[src/rtl/dccm_arbiter_pkg.sv]
// rtl/dccm_arbiter_pkg.sv - shared types and defaults for the DCCM arbiter
package dccm_arbiter_pkg;

  localparam int DCCM_ARB_XLEN       = 32;
  localparam int DCCM_ARB_ADDR_W     = 16;
  localparam int DCCM_ARB_STARVE_MAX = 8;

  typedef struct packed {
    logic                         we;
    logic [DCCM_ARB_ADDR_W-1:0]   addr;
    logic [DCCM_ARB_XLEN/8-1:0]   wmask;
    logic [DCCM_ARB_XLEN-1:0]     wdata;
  } dccm_req_t;

  typedef enum logic {
    ARB_LSU_PRI,
    ARB_DMA_FORCE
  } arb_state_e;

  typedef enum logic {
    RSP_LSU,
    RSP_DMA
  } rsp_owner_e;

endpackage

[src/rtl/dccm_arb_starve_ctr.sv]
// rtl/dccm_arb_starve_ctr.sv - saturating DMA starvation counter with threshold flag
module dccm_arb_starve_ctr
  import dccm_arbiter_pkg::*;
#(
  parameter int unsigned STARVE_MAX = DCCM_ARB_STARVE_MAX
) (
  input  logic clk,
  input  logic rst_n,
  input  logic inc,
  input  logic clr,
  output logic reached
);

  logic [7:0] count;
  logic [7:0] count_nxt;

  always_comb begin
    count_nxt = count;
    if (clr) begin
      count_nxt = '0;
    end else if (inc && (count != 8'hFF)) begin
      count_nxt = count + 8'd1;
    end
  end

  // Flag is taken from the next value so the force state lines up with the edge the count lands.
  assign reached = (32'(count_nxt) >= STARVE_MAX);

  always_ff @(posedge clk or negedge rst_n) begin
    if (!rst_n) begin
      count <= '0;
    end else begin
      count <= count_nxt;
    end
  end

endmodule

[src/rtl/dccm_arbiter.sv]
// rtl/dccm_arbiter.sv - LSU-priority DCCM arbiter with DMA starvation guard and one-deep response path
module dccm_arbiter
  import dccm_arbiter_pkg::*;
#(
  parameter int XLEN        = DCCM_ARB_XLEN,
  parameter int DCCM_ADDR_W = DCCM_ARB_ADDR_W,
  parameter int STARVE_MAX  = DCCM_ARB_STARVE_MAX
) (
  input  logic                   clk,
  input  logic                   rst_n,

  input  logic                   lsu_req_valid,
  output logic                   lsu_req_ready,
  input  logic                   lsu_req_we,
  input  logic [DCCM_ADDR_W-1:0] lsu_req_addr,
  input  logic [XLEN/8-1:0]      lsu_req_wmask,
  input  logic [XLEN-1:0]        lsu_req_wdata,
  output logic                   lsu_rsp_valid,
  output logic [XLEN-1:0]        lsu_rsp_rdata,

  input  logic                   dma_req_valid,
  output logic                   dma_req_ready,
  input  logic                   dma_req_we,
  input  logic [DCCM_ADDR_W-1:0] dma_req_addr,
  input  logic [XLEN/8-1:0]      dma_req_wmask,
  input  logic [XLEN-1:0]        dma_req_wdata,
  output logic                   dma_rsp_valid,
  output logic [XLEN-1:0]        dma_rsp_rdata,

  output logic                   dccm_en,
  output logic                   dccm_we,
  output logic [DCCM_ADDR_W-1:0] dccm_addr,
  output logic [XLEN/8-1:0]      dccm_wmask,
  output logic [XLEN-1:0]        dccm_wdata,
  input  logic [XLEN-1:0]        dccm_rdata
);

  arb_state_e arb_state;
  rsp_owner_e rsp_owner;
  logic       rsp_pend;
  logic       rsp_is_read;
  logic       lsu_gnt;
  logic       dma_gnt;
  logic       starve_hit;

  // Readies are held low during reset so nothing reaches the macro while rst_n is asserted.
  assign lsu_req_ready = rst_n && (arb_state == ARB_LSU_PRI);
  assign dma_req_ready = rst_n && ((arb_state == ARB_DMA_FORCE) || !lsu_req_valid);

  assign lsu_gnt = lsu_req_valid && lsu_req_ready;
  assign dma_gnt = dma_req_valid && dma_req_ready && !lsu_gnt;

  dccm_arb_starve_ctr #(
    .STARVE_MAX (STARVE_MAX)
  ) u_starve_ctr (
    .clk     (clk),
    .rst_n   (rst_n),
    .inc     (dma_req_valid && !dma_gnt),
    .clr     (dma_gnt || !dma_req_valid),
    .reached (starve_hit)
  );

  always_comb begin
    dccm_en    = 1'b0;
    dccm_we    = 1'b0;
    dccm_addr  = '0;
    dccm_wmask = '0;
    dccm_wdata = '0;
    if (lsu_gnt) begin
      dccm_en    = 1'b1;
      dccm_we    = lsu_req_we;
      dccm_addr  = lsu_req_addr;
      dccm_wmask = lsu_req_we ? lsu_req_wmask : '0;
      dccm_wdata = lsu_req_wdata;
    end else if (dma_gnt) begin
      dccm_en    = 1'b1;
      dccm_we    = dma_req_we;
      dccm_addr  = dma_req_addr;
      dccm_wmask = dma_req_we ? dma_req_wmask : '0;
      dccm_wdata = dma_req_wdata;
    end
  end

  always_ff @(posedge clk or negedge rst_n) begin
    if (!rst_n) begin
      arb_state <= ARB_LSU_PRI;
    end else begin
      case (arb_state)
        ARB_LSU_PRI:   if (starve_hit) arb_state <= ARB_DMA_FORCE;
        ARB_DMA_FORCE: if (dma_gnt || !dma_req_valid) arb_state <= ARB_LSU_PRI;
        default:       arb_state <= ARB_LSU_PRI;
      endcase
    end
  end

  always_ff @(posedge clk or negedge rst_n) begin
    if (!rst_n) begin
      rsp_pend    <= 1'b0;
      rsp_owner   <= RSP_LSU;
      rsp_is_read <= 1'b0;
    end else begin
      rsp_pend    <= lsu_gnt || dma_gnt;
      rsp_owner   <= dma_gnt ? RSP_DMA : RSP_LSU;
      rsp_is_read <= dma_gnt ? !dma_req_we : !lsu_req_we;
    end
  end

  assign lsu_rsp_valid = rsp_pend && (rsp_owner == RSP_LSU);
  assign dma_rsp_valid = rsp_pend && (rsp_owner == RSP_DMA);
  assign lsu_rsp_rdata = (lsu_rsp_valid && rsp_is_read) ? dccm_rdata : '0;
  assign dma_rsp_rdata = (dma_rsp_valid && rsp_is_read) ? dccm_rdata : '0;

endmodule

[config.mk]
export PLATFORM = sky130hd
export DESIGN_NAME = dccm_arbiter
export DESIGN_NICKNAME = d
export VERILOG_FILES = /design/src/rtl/dccm_arbiter_pkg.sv /design/src/rtl/dccm_arb_starve_ctr.sv /design/src/rtl/dccm_arbiter.sv
export SDC_FILE = /design/constraint.sdc
export NUM_CORES = 1
export LEC_CHECK = 0
export ABC_AREA = 0
export ABC_CLOCK_PERIOD_IN_PS = 2550
export BUFFER_PORTS_ARGS = -buffer_cell sky130_fd_sc_hd__buf_2
export CAP_MARGIN = 20
export CORE_AREA = 2 2 103 105
export DETAILED_ROUTE_END_ITERATION = 12
export DIE_AREA = 0 0 105 107
export HOLD_SLACK_MARGIN = 0.12
export PLACE_DENSITY = 0.61
export SLEW_MARGIN = 5
export SYNTH_ARGS = -nofsm -noshare
export SYNTH_HDL_FRONTEND = slang
export SYNTH_SLANG_ARGS = --single-unit
[constraint.sdc]
create_clock -name clk -period 2.55 [get_ports clk]
set_clock_uncertainty 0.1 [all_clocks]
set_input_delay 0.3825 -clock clk [delete_from_list [all_inputs] [get_ports clk]]
set_output_delay 0.3825 -clock clk [all_outputs]
set_load 0.005 [all_outputs]
==> impl_results.md, run 1 <==
* Peak supply drop at 0.133 mV
* Worst-Skew Late Latency at 0.24 ns
* Top-area cell type share of the netlist area at 25.6%
* First-pass iteration count of the detailed router at 4
* Die height at 107 µm
* Most frequent CP cell: buf_2
* Site Rows at 37
* Slowest-stage cell, CP: dlygate4sd3_1
* Final worst-path cycle share at 94.3%
* Endpoints failing hold at 0
* Most frequent cells in the layout: buf_2, and2_1, a22o_1, dfrtp_1, nor2_1
* Worst-path cell chain: dlygate4sd3_1 > buf_2 > and3_4 > buf_12 > a22o_1 > buf_2
* Synth warn at 0
* Die width at 105 µm
* Critical Path RT at 2.07 ns
* Die area at 11,200 µm²
* Area Overhead vs Synth at 92.8%
* Setup Viol. Count Final at 0
* Tot GR Track Use at 14.0%
* Synth Instances at 203
* Layout cells sized above 1 at 61.5%
* Max FO, Critical Path at 42
* Post-DR vias/cell at 4.41
* Starting density of the core at 16.3%
* Final Critical Period at 2.40 ns
* Initial drt markers at 179
* Core area at 10,100 µm²
* Ys async rst share at 100%
* TNS Setup at 0 ns
* Routed wire length at 8880 µm
* DP Wirelength at 7550 µm
* Largest net degree at the start of global routing at 50
* PD cells at 238 nW/µm²
* Synth area leaders: a22o_1, and2_1, dfrtp_1
* Clock tree buffer depth at 2
* Crit path kind: input pin to output pin
* Leak at 1.95 nW
* Worst-path clk slew at 0.05 ns
* Unrepaired setup endpoints after global routing: false
* Global placer's final weighted congestion at 0.770
* Max-slew headroom at the worst pin at 75.6%
* Clock Root Buffer: clkbuf_8
* Syn_area_per_cell at 8.08 µm²
* I/O pins at 264
* # DRC at 0
* Utilization after layout at 31.3%
* Layout Nets at 601
* H-tree lvl count at 1
* Seq/Total Area, Yosys at 18.3%
* Synth area leader: a22o_1
* Leading cell type in the layout, fill and taps excluded: buf_2
* Post-Syn Nets at 346
* Global-route wire length before repair at 12,600 µm
* Pins Over Slew Limit at 0
* Run status: finished, final reports clean
* Remaining global-route overflow at 0
* Largest stage delay on the critical path at 0.52 ns
* Synthesized cell area at 1640 µm²
* Post-synth cell types at 36
* Setup Buffers After CTS at 0
* EDFF count, synth at 0
* Clock sinks at 12
* PortBufs at 263
* Routed len/inst at 14.9 µm
* Worst Hold Class: input pin to flip-flop
* Post-synth top flop: dfrtp_1
* Crit end category: output pin
* Number of global-route vias before repair at 2,480
* Initial antenna violation count at 1
* Critical Path AT at 1.92 ns
* ANT nets after route at 0
* CTS tree: built
* Total of max-cap violations at 0
* Worst Tran Pin Value at 0.366 ns
* Crit path launch type: input pin
* Fmax achieved at 0.416 GHz
* #FFs+latches synth at 12
* Via count at 2,617
* Cts bufs inserted at 3
## per-stage QoR
stage	setup WS [ns]	total power, mW	hold slack (ns)	area, µm²	std cells
CTS	0.0652	0.759	0.278	3160	593
finish	0.146	0.752	0.262	3160	594
floorplan	0.787	0.331	-0.0131	1640	203
global route	0.0676	0.799	0.281	3160	594
global placement	0.551	0.545	0.0839	3090	588
detailed placement	0.517	0.549	0.0864	3090	588
## worst max-delay path, delay by kind of cell
| kind | cells | cell delay [ns] |
|---|---|---|
| AO/OA/AOI/OAI | 1 | 0.19 |
| buffers and inverters | 4 | 1.01 |
| AND/OR/NAND/NOR | 1 | 0.31 |
## metal layers
layer  wire (µm)  GRT usage [%]  part of all wire [%]
met5           0              0                     0
met4          29           2.29                  0.33
met3         792           1.76                   8.9
met2        4540           26.2                    51
met1        3520           17.3                    40
## final timing paths
check	start	end	slack, ns	cells past startpoint
worst max-delay path	rst_n	dccm_addr[10]	0.15	6
worst min-delay path	lsu_req_we	rsp_is_read$_DFF_PN0_	0.26	2
worst max register to register	u_starve_ctr.count[0]$_DFF_PN0_	arb_state$_DFF_PN0_	0.74	6
worst min register to register	u_starve_ctr.count[3]$_DFF_PN0_	u_starve_ctr.count[3]$_DFF_PN0_	0.48	1
max in group asynchronous	rst_n	rsp_is_read$_DFF_PN0_	1.63	3
min in group asynchronous	rst_n	rsp_pend$_DFF_PN0_	0.38	2
## state kept, by name, summed over array words and instances, names as in the netlist
signal and cells:
rsp_is_read 1, rsp_pend 1, u_starve_ctr.count 8, arb_state 1
rsp_owner 1
## cells in the mapped netlist, types with 2 or more instances
cell type / number
mux2i_1: 2
nor2_1: 12
buf_4: 7
buf_2: 2
and3_1: 5
nor3_1: 3
nand2_1: 3
and2_1: 67
a32o_1: 4
a22o_1: 48
inv_1: 3
clkbuf_1: 9
dfrtp_1: 12
a21oi_1: 4
## power breakdown
group,switching [mW],internal (mW),total (mW)
clock network,0.0676,0.136,0.204
registers,0.00604,0.197,0.203
logic,0.153,0.192,0.345
total,0.227,0.525,0.752
## logic make-up (layout without fill, tap and decap cells)
group / after synthesis / after routing / synth area share, %
mux: 2 / 2 / 1.22
fa+ha+maj: 1 / 1 / 0.763
compound gates: 64 / 64 / 34.2
buf+inv: 22 / 276 / 7.25
simple gates: 100 / 100 / 37.2
other cells: 0 / 1 / 0
xor+xnor: 2 / 2 / 1.07
flops: 12 / 12 / 18.3
## area by class of cell
class	instances	area [µm²]
well taps	136	170
repair buffers	269	1390
inverters	3	11.3
multi-input cells	169	1230
clock buffers	4	55.1
flip-flops and latches	12	300
diodes	1	2.50
fillers	1077	6930
## what timing repair did
action / in CTS / in global routing
hold endpoints to repair: 12 / 0
hold buffers: 1 / 0
gates resized for setup: 0 / 1
endpoints found under the setup margin: 0 / 11
No activity file was read; power rests on OpenSTA's default activity.
==> run 2, diff against run 1 <==
- ABC_AREA: 0 -> 1
==> run 2 against run 1 <==
Combinational power grew 19%. Global-route usage decreased by 0.81 points. Routed wire length decreased by 6.4%. Non-clock buffer count down 1. Sequential share of layout area up 0.095 points. First-iteration DRC count increased by 19%. Via count rose by 5.5%. Final cell count grew 9.9%. Area after synthesis down 1.1%. Critical endpoint is now dccm_wmask[1].
==> impl_results.md, run 2 <==
* Synth Instances at 262 (+29%)
* H-tree lvl count at 1 (unchanged)
* PD cells at 252 nW/µm² (+5.9%)
* Design area at 3130 µm² (-0.99%)
* Initial antenna violation count at 0 (-1)
* Fmax achieved at 0.484 GHz (+16%)
* PortBufs at 263 (unchanged)
* Synth area leader: a22o_1
* Net switching power at 0.271 mW (+20%)
* #FFs+latches synth at 12 (unchanged)
* N_diodes at 0 (-1)
* Peak supply drop at 0.127 mV (-4.5%)
* Unrepaired setup endpoints after global routing: false
* Non-filler cells, final at 653 (+9.9%)
* Endpoints failing hold at 0 (unchanged)
* Largest net degree at the start of global routing at 54 (+8.0%)
* Hold Slack at 0.307 ns (+0.0453 ns)
* Clock sinks at 12 (unchanged)
* Routed wire length at 8310 µm (-6.4%)
* Via count at 2,760 (+5.5%)
* Post-synth cell types at 23 (-36%)
* Max FFs per register at 8 (unchanged)
* Clock tree buffer depth at 2 (unchanged)
* Max-slew headroom at the worst pin at 63.4% (-12 points)
* Final worst-path cycle share at 81.0% (-13 points)
* Area Overhead vs Synth at 92.9% (about the same)
* Post-DR vias/cell at 4.23 (-4.1%)
* Placed cell count at 649 (+10%)
* Top reg by flops: u_starve_ctr.count
* Tot GR Track Use at 13.2% (-0.81 points)
* Global placer's final weighted congestion at 0.794 (+3.1%)
* # DRC at 0 (unchanged)
* Top-count cell post-synth: nor2_1
* Switch share at 34.4% (+4.2 points)
* Ys async rst share at 100% (unchanged)
* Critical Path RT at 2.07 ns (about the same)
* Int Power at 0.517 mW (-1.5%)
* Setup Viol. Count Final at 0 (unchanged)
* Crit path kind: flip-flop to output pin
* DP Wirelength at 7220 µm (-4.4%)
* Post-Syn Nets at 405 (+17%)
* Crit. Startpoint: arb_state$_DFF_PN0_
* Seq/Total Area, Yosys at 18.5% (+0.20 points)
* Leading cell type in the layout, fill and taps excluded: buf_2
* Synth warn at 0 (unchanged)
* Synth area leaders: a22o_1, dfrtp_1, nor2_1
* Leak at 2.18 nW (+12%)
* Max FO, Critical Path at 16 (-62%)
* Synthesized cell area at 1620 µm² (-1.1%)
* Cts bufs inserted at 3 (unchanged)
* Global-route wire length before repair at 12,200 µm (-3.5%)
* Worst-path clk slew at 0.05 ns (about the same)
* CTS tree: built
* Worst-Skew Late Latency at 0.24 ns (about the same)
* Routed len/inst at 12.7 µm (-15%)
* Run status: finished, final reports clean
* Slowest-stage cell, CP: dfrtp_1
* Total of max-cap violations at 0 (unchanged)
* Critical Path AT at 1.58 ns (-0.34 ns)
* Initial drt markers at 213 (+19%)
* Pins Over Slew Limit at 0 (unchanged)
* Layout Nets at 662 (+10%)
* Core area at 10,100 µm² (unchanged)
* Die width at 105 µm (unchanged)
* DP Area at 3080 µm² (-0.36%)
* Crit end category: output pin
* Final Critical Period at 2.06 ns (-0.339 ns)
* Die height at 107 µm (unchanged)
* Hold path startpoint: lsu_req_we
* Clk pwr share at 21.9% (-5.2 points)
* Post-synth top flop: dfrtp_1
* Number of global-route vias before repair at 2,461 (-0.77%)
* Layout cells sized above 1 at 54.5% (-6.9 points)
* Post_cts resized at 0 (unchanged)
* Worst Hold Class: input pin to flip-flop
* Reg2reg start: u_starve_ctr.count[1]$_DFF_PN0_
* Utilization after layout at 31.0% (-0.31 points)
* Post-synth top cells: nor2_1, inv_1, a22o_1, nand2_1, dfrtp_1
* Syn_area_per_cell at 6.19 µm² (-23%)
* I/O pins at 264 (unchanged)
* Setup Buffers After CTS at 0 (unchanged)
* Worst Tran Pin Value at 0.546 ns (+0.180 ns)
* Comb pwr share at 52.2% (+6.3 points)
* Most frequent cells in the layout: buf_2, nor2_1, inv_1, a22o_1, nand2_1
* ANT nets after route at 0 (unchanged)
* Sequential share of power at 25.9% (-1.1 points)
* Worst-path cell chain: inv_2 > nand2_4 > nand2_2 > inv_2 > nand2_4 > inv_4 > nand2_1 > inv_1 > a32o_1 > buf_2
* Largest stage delay on the critical path at 0.35 ns (-0.17 ns)
* TNS Setup at 0 ns (unchanged)
* Site Rows at 37 (unchanged)
* Die area at 11,200 µm² (unchanged)
* Clock Root Buffer: clkbuf_8
* Starting density of the core at 16.1% (-0.17 points)
* Crit path launch type: flip-flop
* First-pass iteration count of the detailed router at 4 (unchanged)
* Top-area cell type share of the netlist area at 25.9% (+0.28 points)
* Remaining global-route overflow at 0 (unchanged)
* EDFF count, synth at 0 (unchanged)
==> run 2: cell types whose count changed in the layout (fill, tap and decap cells not counted), moves of 2 or more <==
cell and change:
and2_1 -67, and3_1 -4, inv_1 +47, inv_2 +3, mux2i_1 -2, nand2_1 +22, nand2_4 +3, nand3_1 +9
nor2_1 +63, nor3_1 -3, o21ai_0 +3
==> run 2: what timing repair did <==
item,4_1_cts,5_1_grt
endpoints found under the setup margin,0,0
endpoints found under the hold margin,12,0
hold buffers,1,0
==> run 2: cells by family after synthesis <==
group                    after synthesis  synth area share [%]
flip-flops                            12                  18.5
adder cells (fa/ha/maj)                1                 0.771
buffers and inverters                 70                  17.9
AND/OR/NAND/NOR                      118                  30.9
AO/OA/AOI/OAI                         61                  31.9
==> run 2: cell type report <==
cell class,instances,area [µm²]
well taps,136,170
flip-flops and latches,12,300
fillers,1124,6960
multi-input cells,180,1030
clock buffers,3,41.3
repair buffers,268,1380
inverters,54,205
==> run 2: metrics by stage <==
stage / power (mW) / setup slack [ns]
CTS: 0.794 / 0.451
global placement: 0.613 / 0.485
global route: 0.842 / 0.337
floorplan: 0.384 / 0.912
detailed placement: 0.619 / 0.442
finish: 0.788 / 0.485
==> run 2: power groups by stage <==
stage | logic [mW] | clock network, mW | registers (mW)
after detailed placement | 0.411 | 0 | 0.207
after global placement | 0.406 | 0 | 0.207
after CTS | 0.414 | 0.176 | 0.204
final | 0.411 | 0.173 | 0.204
after global routing | 0.454 | 0.183 | 0.205
after floorplan | 0.179 | 0 | 0.205
==> run 2: critical path: cells and delay by family, from the launching register on <==
| kind | cells | cell delay [ns] |
|---|---|---|
| AO/OA/AOI/OAI | 1 | 0.15 |
| flip-flops | 1 | 0.35 |
| AND/OR/NAND/NOR | 4 | 0.30 |
| buffers and inverters | 5 | 0.53 |
==> run 2: routing by layer <==
metal  global-route usage, %  vias up  wire length, µm
met1                    16.1     1234             3310
met3                    2.92        9              785
li1                        -     1362                -
met4                    2.57        0               68
met5                       0        -                0
met2                    23.7      155             4140
==> run 2: worst paths after layout <==
path                       cells past startpoint                         endpoint  slack [ns]
setup / recovery                              10                    dccm_wmask[1]        0.49
hold / removal                                 2            rsp_is_read$_DFF_PN0_        0.31
setup reg to reg                              10              arb_state$_DFF_PN0_        0.88
hold reg to reg                                1  u_starve_ctr.count[0]$_DFF_PN0_        0.40
max in group asynchronous                      2  u_starve_ctr.count[6]$_DFF_PN0_        1.31
min in group asynchronous                      2  u_starve_ctr.count[4]$_DFF_PN0_        0.68
